===== src/rtl/rv_pkg.sv =====
// Shared RV32 definitions: opcodes, NOP encoding, fetch FSM states and the
// SB/UJ immediate extractors also used by the decoder.
package rv_pkg;

  localparam logic [6:0]  OPCODE_JAL      = 7'b1101111;
  localparam logic [6:0]  OPCODE_BRANCH   = 7'b1100011;
  localparam logic [31:0] INST_NOP        = 32'h0000_0013;
  localparam int          FETCH_BUF_DEPTH = 2;

  typedef enum logic [1:0] {
    FETCH = 2'd0,
    HOLD  = 2'd1,
    KILL  = 2'd2
  } fetch_state_e;

  typedef struct packed {
    logic [31:0] pc;
    logic [31:0] inst;
    logic        pred;
  } fetch_entry_t;

  function automatic logic [31:0] imm_sb(input logic [31:0] inst);
    return {{20{inst[31]}}, inst[7], inst[30:25], inst[11:8], 1'b0};
  endfunction

  function automatic logic [31:0] imm_uj(input logic [31:0] inst);
    return {{12{inst[31]}}, inst[19:12], inst[20], inst[30:21], 1'b0};
  endfunction

endpackage


===== src/rtl/fetch_unit_if.sv =====
// Fetch-stage bus bundle: I-cache port, execute redirect and decode handshake.
// master = fetch unit side, slave = cache/decode/execute environment side.
interface fetch_unit_if;

  logic        icache_ren_o;
  logic [29:0] icache_addr_o;
  logic [31:0] icache_rdata_i;
  logic        icache_stall_i;
  logic        redirect_i;
  logic [31:0] redirect_pc_i;
  logic        id_stall_i;
  logic        valid_o;
  logic [31:0] inst_o;
  logic [31:0] pc_o;
  logic        pred_taken_o;

  modport master (
    output icache_ren_o, icache_addr_o, valid_o, inst_o, pc_o, pred_taken_o,
    input  icache_rdata_i, icache_stall_i, redirect_i, redirect_pc_i, id_stall_i
  );

  modport slave (
    input  icache_ren_o, icache_addr_o, valid_o, inst_o, pc_o, pred_taken_o,
    output icache_rdata_i, icache_stall_i, redirect_i, redirect_pc_i, id_stall_i
  );

endinterface


===== src/rtl/fetch_buf.sv =====
// Two-entry instruction FIFO of {pc, inst, pred}. Entry 0 is always the head,
// so decode-facing outputs come straight from registers. Flush beats push.
module fetch_buf
  import rv_pkg::*;
(
  input  logic         clk,
  input  logic         rst,
  input  logic         push,
  input  fetch_entry_t push_data,
  input  logic         pop,
  input  logic         flush,
  output logic [1:0]   count,
  output logic         head_valid,
  output fetch_entry_t head
);

  localparam fetch_entry_t EMPTY_ENTRY = '{pc: 32'd0, inst: INST_NOP, pred: 1'b0};

  fetch_entry_t entry_q [FETCH_BUF_DEPTH];
  logic [1:0]   count_reg, count_next;
  logic [1:0]   push_slot;
  logic         do_pop, do_push;

  assign do_pop    = pop && (count_reg != 2'd0);
  assign do_push   = push && ((count_reg != 2'd2) || do_pop);
  // A same-cycle pop shifts entries down first, so the push lands one slot lower.
  assign push_slot = count_reg - {1'b0, do_pop};

  always_comb begin
    count_next = count_reg;
    if (flush)
      count_next = 2'd0;
    else if (do_push && !do_pop)
      count_next = count_reg + 2'd1;
    else if (do_pop && !do_push)
      count_next = count_reg - 2'd1;
  end

  always_ff @(posedge clk) begin
    if (rst)
      count_reg <= 2'd0;
    else
      count_reg <= count_next;
  end

  for (genvar gi = 0; gi < FETCH_BUF_DEPTH; gi++) begin : g_entry
    fetch_entry_t entry_reg, entry_next, shifted;

    if (gi < FETCH_BUF_DEPTH - 1) begin : g_mid
      assign shifted = entry_q[gi+1];
    end else begin : g_last
      assign shifted = entry_reg;
    end

    always_comb begin
      entry_next = entry_reg;
      if (do_pop)
        entry_next = shifted;
      if (do_push && (push_slot == 2'(gi)))
        entry_next = push_data;
    end

    always_ff @(posedge clk) begin
      if (rst)
        entry_reg <= EMPTY_ENTRY;
      else
        entry_reg <= entry_next;
    end

    assign entry_q[gi] = entry_reg;
  end

  assign count      = count_reg;
  assign head_valid = (count_reg != 2'd0);
  assign head       = entry_q[0];

endmodule


===== src/rtl/fetch_unit.sv =====
// Instruction-fetch stage: owns the PC, reads the I-cache, buffers two entries.
// Optional static branch prediction is enabled with `define FETCH_STATIC_PREDICT_EN.
module fetch_unit
  import rv_pkg::*;
#(
  parameter logic [31:0] RESET_PC = 32'h0000_0000
)
(
  input  logic         clk,
  input  logic         rst,
  fetch_unit_if.master bus
);

  fetch_state_e state_reg, state_next;
  logic [31:0]  pc_reg, pc_next;
  logic [31:0]  pending_pc_reg, pending_pc_next;

  logic [1:0]   count;
  logic         head_valid;
  fetch_entry_t head;
  fetch_entry_t push_data;

  logic         ren, capture, push, pop, flush, fills_up;
  logic [31:0]  redirect_pc, seq_pc, next_pc;
  logic         pred;

  assign redirect_pc = bus.redirect_pc_i & 32'hFFFF_FFFC;
  assign seq_pc      = pc_reg + 32'd4;

`ifdef FETCH_STATIC_PREDICT_EN
  logic is_jal, is_back_branch;

  assign is_jal         = (bus.icache_rdata_i[6:0] == OPCODE_JAL);
  assign is_back_branch = (bus.icache_rdata_i[6:0] == OPCODE_BRANCH) && bus.icache_rdata_i[31];

  always_comb begin
    next_pc = seq_pc;
    pred    = 1'b0;
    if (is_jal) begin
      next_pc = pc_reg + imm_uj(bus.icache_rdata_i);
      pred    = 1'b1;
    end else if (is_back_branch) begin
      next_pc = pc_reg + imm_sb(bus.icache_rdata_i);
      pred    = 1'b1;
    end
  end
`else
  assign next_pc = seq_pc;
  assign pred    = 1'b0;
`endif

  // KILL keeps the read asserted so the outstanding miss can complete and be dropped.
  assign ren     = !rst && (((state_reg == FETCH) && (count != 2'd2)) || (state_reg == KILL));
  assign capture = ren && !bus.icache_stall_i && (state_reg != KILL);
  assign pop     = head_valid && !bus.id_stall_i;
  assign fills_up = ((count == 2'd2) && !pop) || ((count == 2'd1) && capture && !pop);

  assign push_data = '{pc: pc_reg, inst: bus.icache_rdata_i, pred: pred};

  always_comb begin
    state_next      = state_reg;
    pc_next         = pc_reg;
    pending_pc_next = pending_pc_reg;
    push            = 1'b0;
    flush           = 1'b0;
    unique case (state_reg)
      KILL: begin
        if (bus.redirect_i) begin
          flush           = 1'b1;
          pending_pc_next = redirect_pc;
        end
        if (!bus.icache_stall_i) begin
          pc_next    = bus.redirect_i ? redirect_pc : pending_pc_reg;
          state_next = FETCH;
        end
      end
      default: begin
        if (bus.redirect_i) begin
          flush = 1'b1;
          if (ren && bus.icache_stall_i) begin
            pending_pc_next = redirect_pc;
            state_next      = KILL;
          end else begin
            pc_next    = redirect_pc;
            state_next = FETCH;
          end
        end else begin
          if (capture) begin
            push    = 1'b1;
            pc_next = next_pc;
          end
          state_next = fills_up ? HOLD : FETCH;
        end
      end
    endcase
  end

  always_ff @(posedge clk) begin
    if (rst) begin
      state_reg      <= FETCH;
      pc_reg         <= RESET_PC;
      pending_pc_reg <= 32'd0;
    end else begin
      state_reg      <= state_next;
      pc_reg         <= pc_next;
      pending_pc_reg <= pending_pc_next;
    end
  end

  fetch_buf u_buf (
    .clk        (clk),
    .rst        (rst),
    .push       (push),
    .push_data  (push_data),
    .pop        (pop),
    .flush      (flush),
    .count      (count),
    .head_valid (head_valid),
    .head       (head)
  );

  assign bus.icache_ren_o  = ren;
  assign bus.icache_addr_o = pc_reg[31:2];
  assign bus.valid_o       = head_valid;
  assign bus.inst_o        = head_valid ? head.inst : INST_NOP;
  assign bus.pc_o          = head.pc;
  assign bus.pred_taken_o  = head.pred;

endmodule


===== src/flat_wrapper.sv =====
// flat-port wrapper written by rule: the top's interface ports become plain ports
module fetch_unit_flat import rv_pkg::*;
#(
  parameter logic [31:0] RESET_PC = 32'h0000_0000
)
  (clk, rst, bus_icache_ren_o, bus_icache_addr_o, bus_valid_o, bus_inst_o, bus_pc_o, bus_pred_taken_o, bus_icache_rdata_i, bus_icache_stall_i, bus_redirect_i, bus_redirect_pc_i, bus_id_stall_i);
  fetch_unit_if bus_i ();
  input  logic clk;
  input  logic rst;
  output wire logic [$bits(bus_i.icache_ren_o)-1:0] bus_icache_ren_o;
  output wire logic [$bits(bus_i.icache_addr_o)-1:0] bus_icache_addr_o;
  output wire logic [$bits(bus_i.valid_o)-1:0] bus_valid_o;
  output wire logic [$bits(bus_i.inst_o)-1:0] bus_inst_o;
  output wire logic [$bits(bus_i.pc_o)-1:0] bus_pc_o;
  output wire logic [$bits(bus_i.pred_taken_o)-1:0] bus_pred_taken_o;
  input wire logic [$bits(bus_i.icache_rdata_i)-1:0] bus_icache_rdata_i;
  input wire logic [$bits(bus_i.icache_stall_i)-1:0] bus_icache_stall_i;
  input wire logic [$bits(bus_i.redirect_i)-1:0] bus_redirect_i;
  input wire logic [$bits(bus_i.redirect_pc_i)-1:0] bus_redirect_pc_i;
  input wire logic [$bits(bus_i.id_stall_i)-1:0] bus_id_stall_i;
  assign bus_icache_ren_o = bus_i.icache_ren_o;
  assign bus_icache_addr_o = bus_i.icache_addr_o;
  assign bus_valid_o = bus_i.valid_o;
  assign bus_inst_o = bus_i.inst_o;
  assign bus_pc_o = bus_i.pc_o;
  assign bus_pred_taken_o = bus_i.pred_taken_o;
  assign bus_i.icache_rdata_i = bus_icache_rdata_i;
  assign bus_i.icache_stall_i = bus_icache_stall_i;
  assign bus_i.redirect_i = bus_redirect_i;
  assign bus_i.redirect_pc_i = bus_redirect_pc_i;
  assign bus_i.id_stall_i = bus_id_stall_i;
  fetch_unit #(.RESET_PC(RESET_PC)) u_core (.clk(clk), .rst(rst), .bus(bus_i));
endmodule

===== config.mk =====
export PLATFORM = sky130hd
export DESIGN_NAME = fetch_unit_flat
export DESIGN_NICKNAME = d
export VERILOG_FILES = /design/src/rtl/rv_pkg.sv /design/src/rtl/fetch_unit_if.sv /design/src/rtl/fetch_buf.sv /design/src/rtl/fetch_unit.sv /design/src/flat_wrapper.sv
export SDC_FILE = /design/constraint.sdc
export NUM_CORES = 1
export LEC_CHECK = 0
export CAP_MARGIN = 20
export CORE_AREA = 2 2 139 141
export DETAILED_ROUTE_END_ITERATION = 16
export DIE_AREA = 0 0 141 143
export PLACE_DENSITY = 0.74
export SLEW_MARGIN = 20
export SYNTH_ARGS = -nofsm -noshare
export SYNTH_HDL_FRONTEND = slang
export SYNTH_SLANG_ARGS = --single-unit

===== constraint.sdc =====
create_clock -name clk -period 5.25 [get_ports clk]
set_clock_uncertainty 0.2 [all_clocks]
set_input_delay 0.525 -clock clk [delete_from_list [all_inputs] [get_ports clk]]
set_output_delay 0.525 -clock clk [all_outputs]
set_load 0.05 [all_outputs]

## After elaboration in Yosys (flattened, before gate mapping)

Cells that the tools add are included.

- Equality and inequality tests: 8
- Reduce and logical (&&, ||, !) cells: 35
- Muxes and demuxes: 23
- $add $sub $neg: 4

Operator list:

| cell | number |
|---|---|
| $mux 32 | 10 |
| $mux 65 | 2 |
| $add 32x3->32 const B | 1 |
| $logic_and 1x1->1 | 15 |
| $mux 2 | 6 |
| $reduce_bool 2->1 | 5 |
| $logic_not 1->1 | 6 |
| $ne 2x2->1 const B | 3 |
| $mux 1 | 5 |
| $eq 2x1->1 const B | 2 |
| $eq 2x2->1 const B | 2 |
| $logic_not 2->1 | 2 |
| $logic_or 1x1->1 | 3 |
| $ne 3x2->1 const B | 1 |
| $reduce_and 3->1 | 1 |
| $reduce_bool 3->1 | 1 |
| $add 2x1->2 const B | 1 |
| $reduce_and 2->1 | 1 |
| $reduce_or 2->1 | 1 |
| $sub 2x1->2 | 1 |
| $sub 2x1->2 const B | 1 |

- Bits of input ports: 69
- Output and inout bits: 97
- Register bits after elaboration: 196

## Depth between registers and ports, before layout

Gate-level depths: netlist of the first run.

- Depth in word-level cells: 14
- Depth in mapped cells: 12
- Gate-level depth less buffers: 9

## Cells and area by module

Synthesis of the first run repeated with hierarchy kept, for this count alone.

- Cells, all modules: 1204
- Area total of the unflattened synthesis: 10841.6 um^2

Modules (own cells, without submodules):

| module | cells each | area each (um^2) | instances | seq. area each (um^2) |
|---|---|---|---|---|
| fetch_buf | 672 | 6991.7 | 1 | 2642.5 |
| fetch_unit | 532 | 3849.9 | 1 | 1321.3 |

## Worst setup path after synthesis of the first run

OpenSTA, ideal clock, no wires.

- Path kind: reg2reg
- Start point: reg u_core.u_buf.count_reg[1], in the netlist u_core.u_buf.count[1]
- End point: reg u_core.u_buf.g_entry[0].entry_reg, in the netlist u_core.u_buf.head[35]
- Data required time: 4959 ps
- Arrival time: 2585 ps
- Setup time: 91 ps
- Stages on the path, launching flop included: 12
- Path slack: 2374 ps
- Cell sequence: dfxtp_1 inv_1 ha_1 or2_2 inv_2 clkbuf_1 ha_1 nand4_1 clkbuf_1 clkbuf_1 nor2_1 a311oi_1

- Cells in the longest elaborated chain, start to end: 12
- Elaborated cells on any way between the ends: 19
- Those cells by class: 1 x add/sub; 1 x eq/ne; 4 x mux; 13 x reduce/logical

RTL lines:

| item | RTL line | text |
|---|---|---|
| start: declaration | fetch_buf.sv:20 | `logic [1:0] count_reg, count_next;` |
| start signal: assignment | fetch_buf.sv:43 | `count_reg <= count_next;` |
| $ne 2x2->1 | fetch_buf.sv:25, fetch_unit.sv:53 |  |
| $logic_and 1x1->1 | fetch_unit.sv:53 | `assign ren = !rst && (((state_reg == FETCH) && (count != 2'd2)) \|\| (state_reg == KILL));` |
| $logic_or 1x1->1 | fetch_unit.sv:53 |  |
| $logic_and 1x1->1 | fetch_unit.sv:53 |  |
| $logic_and 1x1->1 (2 in series) | fetch_unit.sv:54 | `assign capture = ren && !bus.icache_stall_i && (state_reg != KILL);` |
| $mux 1 | fetch_unit.sv:88 | `if (capture) begin` |
| $mux 1 | fetch_unit.sv:78 | `if (bus.redirect_i) begin` |
| $mux 1 | fetch_unit.sv:66 | `unique case (state_reg)` |
| $logic_and 1x1->1 | fetch_buf.sv:25 | `assign do_push = push && ((count_reg != 2'd2) \|\| do_pop);` |
| $logic_and 1x1->1 | fetch_buf.sv:59 | `if (do_push && (push_slot == 2'(gi)))` |
| $mux 65 or $reduce_bool 2->1 (tied branches) | n/a |  |
| end signal: assignment | fetch_buf.sv:67 | `entry_reg <= entry_next;` |
| end: declaration | fetch_buf.sv:47 | `fetch_entry_t entry_reg, entry_next, shifted;` |

Several ways; a longest one is shown, not always the timed one.
A chain may end at the register's enable or synchronous reset.

## Worst setup path after layout of the first run

- Start point: reg u_core.u_buf.count_reg[1], in the netlist u_core.u_buf.count[1]
- End point: out bus_inst_o[1]

- Cells in the longest elaborated chain, start to end: 2

RTL lines:

| item | RTL line | text |
|---|---|---|
| $reduce_bool 2->1 | fetch_buf.sv:74 | `assign head_valid = (count_reg != 2'd0);` |
| $mux 32 | fetch_unit.sv:125 | `assign bus.inst_o = head_valid ? head.inst : INST_NOP;` |
| end: declaration | flat_wrapper.sv:13 | `output wire logic [$bits(bus_i.inst_o)-1:0] bus_inst_o;` |

No other way between the ends.

==> summary.json, run 1 <==
{
  "status": {"value": "complete, no violations"},
  "grt_max_degree": {"value": 105},
  "synth-edff-count": {"value": 0},
  "num_rows": {"value": 50},
  "setup_viol_count_final": {"value": 0},
  "cp_max_fo": {"value": 35},
  "critical_path_buf_inv_count": {"value": 3},
  "horizontal_die_dimension": {"value": 141, "unit": "um"},
  "fin_setup_tns": {"value": 0, "unit": "ns"},
  "synth_largest_area_cell": {"value": "sky130_fd_sc_hd__dfxtp_1"},
  "ios": {"value": 166},
  "finalMaxSlewViolations": {"value": 0},
  "leakagePower": {"value": 3.75, "unit": "nW"},
  "synth_ff_type": {"value": "sky130_fd_sc_hd__dfxtp_1"},
  "r2r-start": {"value": "u_core.u_buf.count[1]"},
  "worstSkewPairLatency": {"value": 0.43, "unit": "ns"},
  "cts_htree_levels": {"value": 4},
  "postSynthRegisterBits": {"value": 196},
  "ratio_of_total_power_to_cell_area": {"value": 317, "unit": "mW/mm2"},
  "placed_cells": {"value": 1462},
  "max-cap-violations": {"value": 0},
  "vias_per_cell": {"value": 5.72},
  "finalCritPeriodShare": {"value": 59.6, "unit": "%"},
  "hp-class": {"value": "flip-flop to flip-flop"},
  "path_class": {"value": "flip-flop to primary output"},
  "worstMarginPinSlew": {"value": 0.944, "unit": "ns"},
  "drtIter0Drc": {"value": 722},
  "cp_cell_sequence": {"value": "inv_1, ha_1, buf_4, or2_2, clkdlybuf4s50_1"},
  "hold_path_depth": {"value": 2},
  "crit_arrival": {"value": 2.41, "unit": "ns"},
  "routed_wire_length_per_instance": {"value": 16.2, "unit": "um"},
  "r2r_cells": {"value": 11},
  "regToRegSetupSlack": {"value": 2.14, "unit": "ns"},
  "syn_avg_cell_area": {"value": 7.78, "unit": "um2"},
  "cts_buffer_depth": {"value": 2},
  "power.ir.vdd_worst": {"value": 0.228, "unit": "mV"},
  "first_global_vias": {"value": 7665},
  "layout.nets": {"value": 1321},
  "numPortBuffers": {"value": 162},
  "antenna_cells": {"value": 0},
  "path_clk_slew": {"value": 0.07, "unit": "ns"},
  "post_synth_main_area_contributors": {"value": "sky130_fd_sc_hd__dfxtp_1, sky130_fd_sc_hd__nand2_1, sky130_fd_sc_hd__a311oi_1"},
  "drt_first_pass_iters": {"value": 5},
  "cts-hold-fix-buffers": {"value": 0},
  "slowest_stage": {"value": "sky130_fd_sc_hd__clkdlybuf4s50_1"},
  "post_route_cells_drive_above_1_share": {"value": 5.40, "unit": "%"},
  "globalRouteTotalUtil": {"value": 24.0, "unit": "%"},
  "route.detailed.drc": {"value": 0},
  "totalWireLength": {"value": 24200, "unit": "um"},
  "gp_routability_congestion": {"value": 0.892},
  "area_of_the_die": {"value": 0.0202, "unit": "mm2"},
  "cp-start-kind": {"value": "flip-flop"},
  "post_synth_most_frequent_cells": {"value": "sky130_fd_sc_hd__nand2_1, sky130_fd_sc_hd__dfxtp_1, sky130_fd_sc_hd__nor2_1"},
  "die_y_extent": {"value": 143, "unit": "um"},
  "crit-reg2reg-capture": {"value": "u_core.u_buf.entry_q[14]"},
  "synthesis.instances": {"value": 1186},
  "final_antenna_net_count": {"value": 0},
  "fraction_of_registers_with_async_set_reset": {"value": 0, "unit": "%"},
  "rsz0062_at_grt": {"value": "false"},
  "most_frequent_cell_after_synthesis": {"value": "sky130_fd_sc_hd__nand2_1"},
  "post-cts-setup-buffer-count": {"value": 0},
  "tritoncts.num_buffers": {"value": 17},
  "cp_data_required_time": {"value": 4.53, "unit": "ns"},
  "max_clock_freq": {"value": 319, "unit": "MHz"},
  "grt_antenna_before_repair": {"value": 0},
  "grt_pass1_wl": {"value": 39500, "unit": "um"},
  "syn_to_final_growth": {"value": 20.6, "unit": "%"},
  "synth_fp_nets": {"value": 1260},
  "critical-path-max-stage-delay": {"value": 0.73, "unit": "ns"},
  "critical_path_endpoint_category": {"value": "primary output"},
  "finalCriticalPeriod": {"value": 3.13, "unit": "ns"},
  "synth_warnings": {"value": 0},
  "dp.final_hpwl": {"value": 15100, "unit": "um"},
  "post_cts.resized_instances": {"value": 0},
  "syn_area": {"value": 0.00923, "unit": "mm2"},
  "hp-start": {"value": "u_core.u_buf.entry_q[60]"},
  "seq_area_frac_synth": {"value": 42.5, "unit": "%"},
  "timing.final.hold_violations": {"value": 0},
  "start_util": {"value": 49.7, "unit": "%"},
  "design.core.area": {"value": 0.0186, "unit": "mm2"},
  "synthDistinctLibCells": {"value": 63},
  "cts_sinks": {"value": 196},
  "slew_headroom": {"value": 37.1, "unit": "%"},
  "final-instance-count-excl-fill": {"value": 1494},
  "cts_tree": {"value": "built"},
  "clock_tree.root_cell": {"value": "sky130_fd_sc_hd__clkbuf_16"},
  "synthDominantCellAreaShare": {"value": 42.5, "unit": "%"},
  "route.vias.total": {"value": 8552},
  "hold_path_end": {"value": "u_core.u_buf.entry_q[60]"},
  "critPathTopFamily": {"value": "buffers and inverters"},
  "grt_overflow_total": {"value": 0}
}
-- cells by family (layout without fill, tap and decap cells) --
logic type,count (synthesis),count (layout),synth area share (%)
simple gates,553,553,25.9
compound gates,244,244,18.0
mux,35,35,3.82
other cells,1,1,0.0406
flops,196,196,42.5
buf+inv,144,218,8.22
xor+xnor,7,7,0.665
fa+ha+maj,6,6,0.787
-- final cells by class --
cell class / instances / area (um2)
multi-input combinational: 846 / 4570
timing repair buffer: 175 / 1720
inverter: 11 / 41.3
clock buffer: 18 / 439
fill: 1664 / 7450
sequential: 196 / 3920
tap: 234 / 293
clock inverter: 14 / 140
-- layer usage --
metal | track usage (%) | wire length, um
met1 | 33.9 | 11200
met2 | 37.7 | 11000
met5 | 0 | 0
met3 | 4.46 | 1610
met4 | 7.05 | 408
-- where the power goes --
group	internal, mW	switching, mW	total, mW
registers	1.56	0.0770	1.63
clock network	0.682	0.611	1.29
logic	0.219	0.381	0.600
total	2.46	1.07	3.53
-- cell usage in the layout (no fill, tap or decap), types with 3 or more instances in the layout --
master | synthesis | layout
sky130_fd_sc_hd__nand2_1 | 303 | 303
sky130_fd_sc_hd__dfxtp_1 | 196 | 196
sky130_fd_sc_hd__clkdlybuf4s50_1 | 0 | 160
sky130_fd_sc_hd__nor2_1 | 124 | 124
sky130_fd_sc_hd__a21oi_1 | 91 | 91
sky130_fd_sc_hd__a311oi_1 | 65 | 65
sky130_fd_sc_hd__mux2i_1 | 33 | 33
sky130_fd_sc_hd__nor2b_1 | 31 | 30
sky130_fd_sc_hd__o21ai_0 | 26 | 26
sky130_fd_sc_hd__nand3_1 | 21 | 21
sky130_fd_sc_hd__clkbuf_16 | 0 | 17
sky130_fd_sc_hd__nor3_1 | 16 | 16
sky130_fd_sc_hd__buf_4 | 35 | 13
sky130_fd_sc_hd__and3_1 | 12 | 12
sky130_fd_sc_hd__o211ai_1 | 12 | 12
sky130_fd_sc_hd__inv_1 | 10 | 10
sky130_fd_sc_hd__nand4_1 | 10 | 10
sky130_fd_sc_hd__a211oi_1 | 9 | 9
sky130_fd_sc_hd__nor4_1 | 6 | 6
sky130_fd_sc_hd__o32ai_1 | 7 | 6
sky130_fd_sc_hd__a31oi_1 | 6 | 6
sky130_fd_sc_hd__or2_2 | 5 | 5
sky130_fd_sc_hd__o31ai_1 | 5 | 5
sky130_fd_sc_hd__ha_1 | 5 | 5
sky130_fd_sc_hd__nand2b_1 | 4 | 4
sky130_fd_sc_hd__xnor2_1 | 4 | 4
sky130_fd_sc_hd__and2_1 | 4 | 4
sky130_fd_sc_hd__inv_6 | 0 | 4
sky130_fd_sc_hd__a21o_1 | 3 | 3
sky130_fd_sc_hd__xor2_1 | 3 | 3
sky130_fd_sc_hd__inv_8 | 0 | 3
sky130_fd_sc_hd__clkinvlp_4 | 0 | 3
-- worst max-delay path by stage --
stage                     startpoint                       end  slack (ns)  depth (start not counted)
6_report       u_core.u_buf.count[1]             bus_inst_o[1]        2.12                          5
2_1_floorplan  u_core.u_buf.count[1]     u_core.u_buf.head[35]        2.37                         11
5_1_grt        u_core.u_buf.count[0]  u_core.u_buf.entry_q[21]        1.87                         11
3_5_place_dp          bus_redirect_i      u_core.u_buf.head[9]        2.02                          8
3_3_place_gp          bus_redirect_i      u_core.u_buf.head[2]        2.06                          8
4_1_cts        u_core.u_buf.count[1]             bus_inst_o[4]        2.10                          5
-- worst min-delay path, cell delays in order (launching register included) --
cell	delay, ns
sky130_fd_sc_hd__dfxtp_1	0.31
sky130_fd_sc_hd__nand2_1	0.05
sky130_fd_sc_hd__a21oi_1	0.05
-- per-stage QoR --
step           instance area, um2  total power, mW  worst slack [ns]  hold WS (ns)  utilization, %
5_1_grt                     11100             3.66              1.87         0.270            59.9
2_1_floorplan                9230             2.07              2.37         0.237               -
3_5_place_dp                10500             2.26              2.02         0.247            56.8
4_1_cts                     11100             3.54              2.10         0.256            59.9
3_3_place_gp                10500             2.26              2.06         0.242            56.8
6_report                    11100             3.53              2.12         0.255            59.9
(Power assumes the default switching activity.)
==> inputs of run 2 (changes only) <==
--- a/config.mk
+++ b/config.mk
@@ -6,9 +6,9 @@
 export NUM_CORES = 1
 export LEC_CHECK = 0
 export CAP_MARGIN = 20
-export CORE_AREA = 2 2 139 141
+export CORE_AREA = 2 2 142 144
 export DETAILED_ROUTE_END_ITERATION = 16
-export DIE_AREA = 0 0 141 143
+export DIE_AREA = 0 0 144 146
 export PLACE_DENSITY = 0.74
 export SLEW_MARGIN = 20
 export SYNTH_ARGS = -nofsm -noshare
==> constraint.sdc (replaced) <==
create_clock -name clk -period 2.8 [get_ports clk]
set_clock_uncertainty 0.2 [all_clocks]
set_input_delay 0.28 -clock clk [delete_from_list [all_inputs] [get_ports clk]]
set_output_delay 0.28 -clock clk [all_outputs]
set_load 0.05 [all_outputs]
==> run 2 against run 1 <==
Against the previous run: hold slack worse by 0.037 ns; wire length grew 4.7%; sequential power increased by 86%; clock power grew 94%; via count increased by 1.6%; critical path type unchanged; largest cell class unchanged; highest routed layer unchanged.
==> summary.json, run 2 (same netlist as run 1, synthesis figures left out) <==
{
  "start_util": {"value": 47.7, "unit": "%"},
  "grt-busiest-layer": {"value": "met2"},
  "drtIter0Drc": {"value": 612},
  "post_route_cells_drive_above_1_share": {"value": 10.3, "unit": "%"},
  "layout.nets": {"value": 1355},
  "worstMarginPinSlew": {"value": 0.824, "unit": "ns"},
  "slew_headroom": {"value": 44.8, "unit": "%"},
  "cts_tree": {"value": "built"},
  "path_clk_slew": {"value": 0.08, "unit": "ns"},
  "finalCriticalPeriod": {"value": 2.62, "unit": "ns"},
  "final_cell_mix": {"value": "sky130_fd_sc_hd__nand2_1, sky130_fd_sc_hd__dfxtp_1, sky130_fd_sc_hd__clkdlybuf4s50_1, sky130_fd_sc_hd__nor2_1, sky130_fd_sc_hd__a21oi_1"},
  "ratio_of_total_power_to_cell_area": {"value": 588, "unit": "mW/mm2"},
  "cp_max_fo": {"value": 5},
  "routed_wire_length_per_instance": {"value": 16.3, "unit": "um"},
  "utilization": {"value": 59.3, "unit": "%"},
  "final-instance-count-excl-fill": {"value": 1559},
  "grt_max_degree": {"value": 163},
  "first_global_vias": {"value": 8105},
  "status": {"value": "complete, no violations"},
  "dp.final_hpwl": {"value": 16100, "unit": "um"},
  "placed_cells": {"value": 1524},
  "die_y_extent": {"value": 146, "unit": "um"},
  "antenna_cells": {"value": 0},
  "totalWireLength": {"value": 25400, "unit": "um"},
  "mostFrequentLayoutCell": {"value": "sky130_fd_sc_hd__nand2_1"},
  "cts_sinks": {"value": 196},
  "finalMaxSlewViolations": {"value": 0},
  "ios": {"value": 166},
  "cp-start-kind": {"value": "flip-flop"},
  "setup_viol_count_final": {"value": 0},
  "post-route-worst-setup-slack": {"value": 0.179, "unit": "ns"},
  "num_rows": {"value": 51},
  "dpl_worst_slack": {"value": 0.195, "unit": "ns"},
  "vias_per_cell": {"value": 5.58},
  "max-cap-violations": {"value": 0},
  "horizontal_die_dimension": {"value": 144, "unit": "um"},
  "grt_pass1_wl": {"value": 40800, "unit": "um"},
  "gp_routability_congestion": {"value": 0.891},
  "cts_buffer_depth": {"value": 2},
  "final_antenna_net_count": {"value": 0},
  "crit_arrival": {"value": 2.14, "unit": "ns"},
  "globalRouteTotalUtil": {"value": 23.9, "unit": "%"},
  "critical_path_endpoint_category": {"value": "primary output"},
  "tritoncts.num_buffers": {"value": 17},
  "fin_setup_tns": {"value": 0, "unit": "ns"},
  "leakagePower": {"value": 4.03, "unit": "nW"},
  "grt_util_met2": {"value": 36.3, "unit": "%"},
  "cp_cell_sequence": {"value": "inv_1, ha_1, nor2b_1, nor2_1, dlygate4sd2_1"},
  "design.core.area": {"value": 0.0193, "unit": "mm2"},
  "p_total": {"value": 6.75, "unit": "mW"},
  "route.detailed.drc": {"value": 0},
  "clock_tree.root_cell": {"value": "sky130_fd_sc_hd__clkbuf_16"},
  "numPortBuffers": {"value": 162},
  "worstSkewPairLatency": {"value": 0.44, "unit": "ns"},
  "path_class": {"value": "flip-flop to primary output"},
  "critical-path-max-stage-delay": {"value": 0.56, "unit": "ns"},
  "timing.final.hold_violations": {"value": 0},
  "grt_overflow_total": {"value": 0},
  "grt_antenna_before_repair": {"value": 0},
  "route.vias.total": {"value": 8692},
  "cp_data_required_time": {"value": 2.32, "unit": "ns"},
  "drt_first_pass_iters": {"value": 5},
  "max_clock_freq": {"value": 382, "unit": "MHz"},
  "use_met3": {"value": 4.90, "unit": "%"},
  "hp-class": {"value": "input pin to flip-flop"},
  "grt_use_met1": {"value": 33.1, "unit": "%"},
  "finalCritPeriodShare": {"value": 93.6, "unit": "%"},
  "power.ir.vdd_worst": {"value": 0.401, "unit": "mV"},
  "slowest_stage": {"value": "sky130_fd_sc_hd__dlygate4sd2_1"},
  "cts_htree_levels": {"value": 4},
  "rsz0062_at_grt": {"value": "false"},
  "area_of_the_die": {"value": 0.0210, "unit": "mm2"},
  "syn_to_final_growth": {"value": 24.4, "unit": "%"}
}
[run 2: path summary, 6_finish.rpt]
path	startpoint	endpoint	slack, ns	cells after the start
worst max-delay path	u_core.u_buf.count[0]	bus_icache_ren_o	0.18	5
worst min-delay path	bus_icache_rdata_i[19]	u_core.u_buf.entry_q[20]	0.22	3
worst max register to register	u_core.u_buf.count[1]	u_core.u_buf.entry_q[53]	0.19	10
worst min register to register	u_core.u_buf.entry_q[26]	u_core.u_buf.entry_q[26]	0.26	2
[run 2: what timing repair did]
item / 4_1_cts / 5_1_grt
cloned: 0 / 1
setup buffers: 0 / 1
hold buffers: 1 / 0
pin swaps: 0 / 1
gates resized for setup: 1 / 2
hold endpoints to repair: 21 / 0
setup endpoints to repair: 1 / 26
[run 2: power breakdown]
group | total (mW) | internal (mW) | switching, mW
combinational | 1.22 | 0.454 | 0.761
sequential | 3.03 | 2.92 | 0.114
clock | 2.50 | 1.34 | 1.16
[run 2: metrics by stage]
step                area (um2)  hold WS (ns)
global route             11500         0.232
CTS                      11400         0.204
finish                   11500         0.219
detailed placement       10800         0.247
global placement         10800         0.242
floorplan                 9230         0.204
[run 2: layout make-up]
class / instances / area, um2
clock buffers: 17 / 425
inverters: 11 / 41.3
multi-input cells: 846 / 4570
repair buffers: 209 / 2010
flip-flops and latches: 196 / 3920
clock inverters: 15 / 171
well taps: 265 / 332
fillers: 1748 / 7860
[run 2: layer usage]
metal | vias up | routed length, um
met2 | 346 | 11500
met3 | 55 | 1920
met5 | - | 0
met1 | 4052 | 11300
met4 | 0 | 707
li1 | 4239 | -
[run 2: critical path: cells and delay by family (launching register included)]
| kind | cells | cell delay [ns] |
|---|---|---|
| flip-flops | 1 | 0.37 |
| AND/OR/NAND/NOR | 2 | 0.40 |
| buffers and inverters | 2 | 0.66 |
| adder cells (fa/ha/maj) | 1 | 0.27 |
